--- src/rtl/imm_alu_unit.sv ---
// imm_alu_unit: RV32 immediate generator and ALU with one-cycle registered outputs.
// Immediate and ALU result are computed combinationally and captured only on in_valid.
module imm_alu_unit #(
    parameter int XLEN = 32
) (
    input  logic            clk,
    input  logic            rst,
    input  logic            in_valid,
    input  logic [31:0]     inst,
    input  logic [2:0]      imm_type,
    input  logic [XLEN-1:0] src0,
    input  logic [XLEN-1:0] src1,
    input  logic            use_imm,
    input  logic [3:0]      fn,
    output logic            out_valid,
    output logic [XLEN-1:0] imm_out,
    output logic [XLEN-1:0] alu_out
);
    logic [XLEN-1:0] imm, op1, alu;
    logic [XLEN-1:0] imm_d, imm_q, alu_d, alu_q;
    logic            valid_d, valid_q;
    logic [4:0]      shamt;

    always_comb begin
        imm = imm_type == 3'd0 ? {{20{inst[31]}}, inst[31:20]} :
              imm_type == 3'd1 ? {{20{inst[31]}}, inst[31:25], inst[11:7]} :
              imm_type == 3'd2 ? {{19{inst[31]}}, inst[31], inst[7], inst[30:25], inst[11:8], 1'b0} :
              imm_type == 3'd3 ? {inst[31:12], 12'b0} :
              imm_type == 3'd4 ? {{11{inst[31]}}, inst[31], inst[19:12], inst[20], inst[30:21], 1'b0} :
              '0;
        op1 = use_imm ? imm : src1;
        shamt = op1[4:0];
        alu = '0;
        case (fn)
            4'd0:  alu = src0 + op1;
            4'd1:  alu = src0 - op1;
            4'd2:  alu = src0 << shamt;
            4'd3:  alu = {{(XLEN-1){1'b0}}, $signed(src0) < $signed(op1)};
            4'd4:  alu = {{(XLEN-1){1'b0}}, src0 < op1};
            4'd5:  alu = src0 ^ op1;
            4'd6:  alu = src0 >> shamt;
            4'd7:  alu = $signed(src0) >>> shamt;
            4'd8:  alu = src0 | op1;
            4'd9:  alu = src0 & op1;
            4'd10: alu = op1;
            default: alu = '0;
        endcase
        valid_d = in_valid;
        imm_d   = in_valid ? imm : imm_q;
        alu_d   = in_valid ? alu : alu_q;
    end

    always_ff @(posedge clk or negedge rst) begin
        if (!rst) begin
            valid_q <= 1'b0;
            imm_q   <= '0;
            alu_q   <= '0;
        end else begin
            valid_q <= valid_d;
            imm_q   <= imm_d;
            alu_q   <= alu_d;
        end
    end

    assign out_valid = valid_q;
    assign imm_out   = imm_q;
    assign alu_out   = alu_q;
endmodule

--- config.mk ---
export PLATFORM = sky130hd
export DESIGN_NAME = imm_alu_unit
export DESIGN_NICKNAME = d
export VERILOG_FILES = /design/src/rtl/imm_alu_unit.sv
export SDC_FILE = /design/constraint.sdc
export NUM_CORES = 1
export LEC_CHECK = 0
export ABC_AREA = 1
export BUFFER_PORTS_ARGS = -buffer_cell sky130_fd_sc_hd__buf_2
export CORE_MARGIN = 5
export CORE_UTILIZATION = 55
export DETAILED_ROUTE_END_ITERATION = 16
export PLACE_DENSITY = 0.76
export SKIP_LAST_GASP = 1
export SYNTH_ARGS = -nofsm -noshare
export SYNTH_HDL_FRONTEND = slang
export SYNTH_SLANG_ARGS = --single-unit
--- constraint.sdc ---
create_clock -name clk -period 1.65 [get_ports clk]
set_clock_uncertainty 0.1 [all_clocks]
set_input_delay 0.165 -clock clk [delete_from_list [all_inputs] [get_ports clk]]
set_output_delay 0.165 -clock clk [all_outputs]
set_load 0.01 [all_outputs]
==> out/qor.yml, run 1 <==
clock_tree:
  cts_root_buf: "clkbuf_16"
  cts_buffers: 9
  clockBufferDepth: 2
  h-tree-depth: 3
  clkSinkCount: 65
logic_synthesis:
  yosysMostFrequentCell: "nand2_1"
  synth_compound_area_share_pct: 16.7
  synth-xor-area-share_pct: 0
  synthArstFlopShare_pct: 100
  synth_edf_count: 0
  synth.avg_cell_area_um2: 5.47
  ys_types: 47
  yosys_warnings: 0
  synth_area_leader_cell: "nand2_1"
  ys.flop_type: "dfrtp_1"
  synthCells: 2339
  ys_top_cells_by_area: "nand2_1 20%, nand3_1 18%, dfrtp_1 13%"
  synthTopCellsByCount: "678 x nand2_1, 465 x nand3_1, 219 x inv_1, 198 x nor2_1, 138 x a21oi_1"
  yosysSeqAreaShare_pct: 12.7
  synthAdderAreaFrac_pct: 10.0
  synth_top_area_share_pct: 19.9
  synth-simple-area-share_pct: 49.3
  syn_area_mm2: 0.0128
  synthMuxAreaShare_pct: 0
  synth_top_family_by_area: "simple AND/OR/NAND/NOR gates"
  synth_nets: 2547
  ys_ff_latch: 65
grt:
  grt_pass1_vias: 25600
  grt_pass1_wl_mm: 153
  grt_max_degree: 76
  overflow: 203
  grtUsageTotal_pct: 74.2
floorplan:
  num_rows: 55
  pin_count: 172
  start_util_pct: 56.2
  die-height_um: 163
  die_w_um: 163
place:
  port_buffers: 164
  gp_congestion: 1.21
  dp.final_hpwl_mm: 53.9
status:
  stop_error: "[ERROR GRT-0116] Global routing finished with congestion. Check the congestion regions in the DRC Viewer."
  status: "did not finish"
  lastStage: "global routing"
[per-stage QoR]
step | cell area, um2 | std cells | setup slack, ps | TNS, ps | hold WS [ps]
4_1_cts | 20000 | 3311 | -1140 | -34230 | 1.98
3_5_place_dp | 17800 | 3219 | -1920 | -52840 | 23.0
3_3_place_gp | 17800 | 3219 | -1870 | -51040 | 12.5
2_1_floorplan | 13300 | 2339 | -1110 | -29890 | -231
[layer usage]
metal	track usage [%]	GRT overflow
met5	23.9	0
met4	74.7	86
met3	60.5	1
met2	90.3	114
met1	73.4	2
[cell families after synthesis]
logic type / count (synthesis)
AND/OR/NAND/NOR: 1448
AO/OA/AOI/OAI: 378
buffers and inverters: 347
adder cells (fa/ha/maj): 101
flip-flops: 65
[repair_timing]
item	4_1_cts
setup buffers	77
cloned	1
hold buffers	1
pin swaps	97
endpoints found under the setup margin	32
gates resized for setup	335
hold endpoints to repair	13
==> run 2: changes to the inputs <==
--- a/config.mk
+++ b/config.mk
@@ -8,9 +8,9 @@
 export ABC_AREA = 1
 export BUFFER_PORTS_ARGS = -buffer_cell sky130_fd_sc_hd__buf_2
 export CORE_MARGIN = 5
-export CORE_UTILIZATION = 55
+export CORE_UTILIZATION = 40
 export DETAILED_ROUTE_END_ITERATION = 16
-export PLACE_DENSITY = 0.76
+export PLACE_DENSITY_LB_ADDON = 0.15
 export SKIP_LAST_GASP = 1
 export SYNTH_ARGS = -nofsm -noshare
 export SYNTH_HDL_FRONTEND = slang
==> run 2 against run 1 <==
Compared with the run above:
- the flow now finishes, with violations (setup timing)
- synthesized area unchanged
- synthesized cell count unchanged
==> out/qor.yml, run 2 <==
status:
  status: "finished with violations"
  failed_checks: "setup timing"
sta:
  slew-limit-headroom_pct: 49.1
  whs_ps: 30.4
  finalSetupViolations: 32
  rsz0062_at_grt: "true"
  slew_viol_final: 0
  finalSetupTns_ps: -38970
  worst_slew_pin_slew_ps: 755
  worst_slack_ps: -1320
  max_freq_ghz: 0.337
  post-route-period-util_pct: 180
  min_period_ps: 2970
  hold_viol: 0
logic_synthesis:
  yosysMostFrequentCell: "nand2_1"
  ys_types: 47
  synth_edf_count: 0
  synthArstFlopShare_pct: 100
  synth_top_area_share_pct: 19.9
  synth_area_leader_cell: "nand2_1"
  yosysSeqAreaShare_pct: 12.7
  ys.flop_type: "dfrtp_1"
  yosys_warnings: 0
  synth.avg_cell_area_um2: 5.47
  synth_nets: 2547
  ys_top_cells_by_area: "nand2_1 20%, nand3_1 18%, dfrtp_1 13%"
  ys_ff_latch: 65
  synthTopCellsByCount: "678 x nand2_1, 465 x nand3_1, 219 x inv_1, 198 x nor2_1, 138 x a21oi_1"
  synthCells: 2339
  syn_area_mm2: 0.0128
clock_tree:
  clockBufferDepth: 2
  cts.clk_slew.worst_paths_ps: 60
  h-tree-depth: 3
  cts_root_buf: "clkbuf_16"
  cts_buffers: 9
  clkSinkCount: 65
  cts_tree: "done"
  clock_latency_ps: 340
detailed_routing:
  drc: 0
  postRouteAntennaNets: 0
  drt_iter0_markers: 2721
  vias: 20600
  firstDrtPassIters: 6
  viasPerCell: 5.94
  wl_mm: 80.7
  avgRoutedWirePerCell_um: 23.3
floorplan:
  pin_count: 172
  num_rows: 65
  die-height_um: 189
  dieArea_mm2: 0.0357
  core_area_mm2: 0.0316
  die_w_um: 189
  start_util_pct: 40.5
final_layout:
  drive_above_1_share_pct: 44.0
  diodes: 0
  fin_cells: 3467
  area_delta_synth_final_pct: 71.6
  final_area_mm2: 0.0219
  final_util_pct: 69.5
  layout_commonest_cell: "buf_4"
  layout_common_cells: "588 x buf_4, 573 x nand2_1, 419 x nand3_1, 179 x inv_1, 160 x buf_2"
  nets: 3268
grt:
  use_met1_pct: 54.8
  grt_use_met3_pct: 9.65
  busiest_layer: "met2"
  grtUsageTotal_pct: 42.4
  grt_max_degree: 66
  overflow: 0
  antenna_found_initial: 1
  grtUsageMet2_pct: 63.6
  grt_pass1_vias: 19200
  grt_pass1_wl_mm: 116
critical_path:
  worst_setup_path_start_kind: "primary input"
  crit_type: "primary input to flop"
  cp.arrival_ps: 3100
  path_max_fanout: 5
  required_ps: 1780
  worst_path_max_delay_cell: "a21oi_2"
  crit_path_max_incr_delay_ps: 210
  end_kind: "flop"
  cpMostUsedCell: "nand2_2"
place:
  dp.final_hpwl_mm: 64.0
  port_buffers: 164
  dp_slack_ps: -2180
  gp_congestion: 1.12
  place_area_mm2: 0.0184
  dp_cells: 3366
min_path:
  hold_class: "primary input to flop"
pwr:
  power.density_mw_per_mm2: 623
  vdd_drop_max_uv: 541
  leakage_nw: 11.1
  power_mw: 13.7
run:
  maxCapViolCount: 0
## run 2: cell counts after synthesis
Identical to the previous run, type by type.
## run 2: worst paths after layout
check / endpoint / depth (start not counted) / slack [ps] / startpoint
worst max-delay path: alu_out[0] / 27 / -1320 / imm_type[0]
worst min-delay path: imm_out[0] / 3 / 30 / inst[20]
worst max register to register: alu_out[6] / 2 / 770 / alu_out[6]
worst min register to register: alu_out[3] / 2 / 370 / alu_out[3]
max in group asynchronous: imm_out[10] / 3 / 850 / rst
min in group asynchronous: alu_out[11] / 3 / 290 / rst
## run 2: power by group
part           internal, mW  leakage, nW  switching, mW
registers              1.80        0.831          0.205
logic                  4.12         10.1           5.67
clock network          1.05        0.135          0.816
total                  6.98         11.1           6.70
## run 2: layout make-up
class	count	area, um2
Multi-Input combinational cell	1927	12300
Fill cell	2799	9610
Timing Repair Buffer	829	6370
Sequential cell	65	1630
Inverter	228	900
Tap cell	402	503
Clock buffer	11	243
Clock inverter	5	31.3
## run 2: repair_timing
action	in CTS	in global routing
gates cloned	1	1
pin swaps	175	118
setup endpoints to repair	32	32
setup buffers	53	32
hold endpoints to repair	66	0
gates resized for setup	469	176
hold buffers	2	0
## run 2: logic make-up after synthesis
logic type               count (synthesis)  share of synthesized area, %
buffers and inverters                  347                          11.3
adder cells (fa/ha/maj)                101                          10.0
AO/OA/AOI/OAI                          378                          16.7
AND/OR/NAND/NOR                       1448                          49.3
flip-flops                              65                          12.7
## run 2: layer usage
metal  vias to the layer above  share of wire [%]
met1                      9525                 38
met3                       312                 12
met5                         -              0.016
met4                         2                8.4
met2                      1483                 41
li1                       9269                  -
## run 2: critical path: cells and delay by family
kind                     cells  cell delay [ps]
adder cells (fa/ha/maj)      1              170
AO/OA/AOI/OAI                5              570
buffers and inverters        8              940
AND/OR/NAND/NOR             13             1220
Power figures use the tool's default switching activity.
==> run 3: changes to the inputs <==
--- a/config.mk
+++ b/config.mk
@@ -7,6 +7,8 @@
 export LEC_CHECK = 0
 export ABC_AREA = 1
 export BUFFER_PORTS_ARGS = -buffer_cell sky130_fd_sc_hd__buf_2
+export CELL_PAD_IN_SITES_DETAIL_PLACEMENT = 0
+export CELL_PAD_IN_SITES_GLOBAL_PLACEMENT = 1
 export CORE_MARGIN = 5
 export CORE_UTILIZATION = 40
 export DETAILED_ROUTE_END_ITERATION = 16
==> run 3 against run 2 <==
Compared with the run above:
- the run still ends with setup timing left
- largest power group unchanged
- global-route usage increased by 0.31 points
- hold slack improved by 13 ps
- power increased by 6.6%
- via count increased by 2.7%
==> out/qor.yml, run 3 (synthesized netlist as in run 2, its figures left out) <==
sta:
  worst_slew_pin_slew_ps: 675
  post-route-period-util_pct: 181
  finalSetupTns_ps: -35850
  worst_slack_ps: -1340
  rsz0062_at_grt: "true"
  hold_viol: 0
  finalSetupViolations: 32
  min_period_ps: 2990
  slew_viol_final: 0
  max_freq_ghz: 0.334
  whs_ps: 42.9
  slew-limit-headroom_pct: 54.5
critical_path:
  required_ps: 1790
  worst_setup_path_start_kind: "primary input"
  cp.arrival_ps: 3140
  end_kind: "flop"
  path_max_fanout: 16
  crit_type: "primary input to flop"
floorplan:
  die-height_um: 189
  pin_count: 172
  dieArea_mm2: 0.0357
  die_w_um: 189
  start_util_pct: 40.5
  core_area_mm2: 0.0316
  num_rows: 65
final_layout:
  nFillCells: 2542
  fin_cells: 3539
  final_area_mm2: 0.0232
  nets: 3339
  area_delta_synth_final_pct: 81.0
  drive_above_1_share_pct: 48.1
  final_util_pct: 73.4
  layout_common_cells: "642 x buf_4, 558 x nand2_1, 405 x nand3_1, 169 x inv_1, 161 x buf_2"
  layout_commonest_cell: "buf_4"
clock_tree:
  clockBufferDepth: 2
  clock_latency_ps: 350
  h-tree-depth: 3
  cts.clk_slew.worst_paths_ps: 60
  cts_buffers: 9
  clkSinkCount: 65
  cts_root_buf: "clkbuf_16"
  cts_tree: "done"
pwr:
  power_mw: 14.6
  leakage_nw: 11.7
  vdd_drop_max_uv: 462
  power.density_mw_per_mm2: 630
detailed_routing:
  vias: 21200
  drt_iter0_markers: 2739
  firstDrtPassIters: 9
  viasPerCell: 5.98
  wl_mm: 82.7
  avgRoutedWirePerCell_um: 23.4
  postRouteAntennaNets: 0
  drc: 0
status:
  failed_checks: "setup timing"
  status: "finished with violations"
grt:
  grt_pass1_wl_mm: 117
  grt_use_met3_pct: 9.89
  antenna_found_initial: 1
  grt_max_degree: 76
  overflow: 0
  grtUsageTotal_pct: 42.7
  use_met1_pct: 55.5
  grtUsageMet2_pct: 63.1
  grt_pass1_vias: 19600
  busiest_layer: "met2"
place:
  dp_slack_ps: -2090
  dp.final_hpwl_mm: 61.8
  port_buffers: 164
  dp_cells: 3410
  place_area_mm2: 0.0188
  gp_congestion: 1.08
min_path:
  hold_class: "primary input to flop"
run:
  maxCapViolCount: 0
==> run 3: final cells by class <==
| class | count | area, um2 | share of cell area (%) |
|---|---|---|---|
| multi-input cells | 1927 | 12800 | 55.5 |
| diodes | 1 | 2.50 | 0.0108 |
| clock inverters | 7 | 77.6 | 0.335 |
| inverters | 228 | 898 | 3.88 |
| flip-flops and latches | 65 | 1630 | 7.02 |
| repair buffers | 900 | 6980 | 30.1 |
| clock buffers | 9 | 225 | 0.972 |
| well taps | 402 | 503 | 2.17 |
==> run 3: worst max-delay path, stage by stage <==
cell      delay, ps
buf_2           150
clkinv_1        140
buf_12          180
nand2_1          60
o21a_1          180
buf_4           130
buf_4           100
inv_1            50
ha_1            220
a21oi_2         240
o21ai_1         220
nand2_1         150
nand2_2          80
inv_2            70
nand2_4          70
buf_4           140
o21a_1          190
nor3_2          150
buf_4           200
nand3_4         110
nand2_1          80
nand2_1          50
==> run 3: power by group <==
part	switching [mW]	total, mW	internal, mW
registers	0.201	2.00	1.80
logic	6.03	10.5	4.48
clock network	0.880	2.07	1.19
total	7.12	14.6	7.47
==> run 3: layer usage <==
layer	wire [um]	vias to the layer above	share of wire, %
met5	16	-	0.019
met4	7790	2	9.4
met3	10100	402	12
met2	33300	1571	40
met1	31500	9753	38
li1	-	9424	-
==> run 3: final timing paths <==
kind | startpoint | endpoint | slack (ps) | depth (start not counted)
worst min-delay path | inst[14] | imm_out[14] | 40 | 3
worst max register to register | alu_out[21] | alu_out[21] | 720 | 2
worst min register to register | alu_out[1] | alu_out[1] | 380 | 2
max in group asynchronous | rst | imm_out[19] | 620 | 3
min in group asynchronous | rst | alu_out[13] | 180 | 2
worst max-delay path | use_imm | alu_out[15] | -1340 | 22
==> run 3: what timing repair did <==
action / in CTS / in global routing
setup endpoints to repair: 32 / 33
gates cloned: 2 / 0
gates resized for setup: 522 / 283
buffers inserted: 90 / 41
pin swaps: 191 / 183
hold buffers: 2 / 0
hold endpoints to repair: 14 / 0
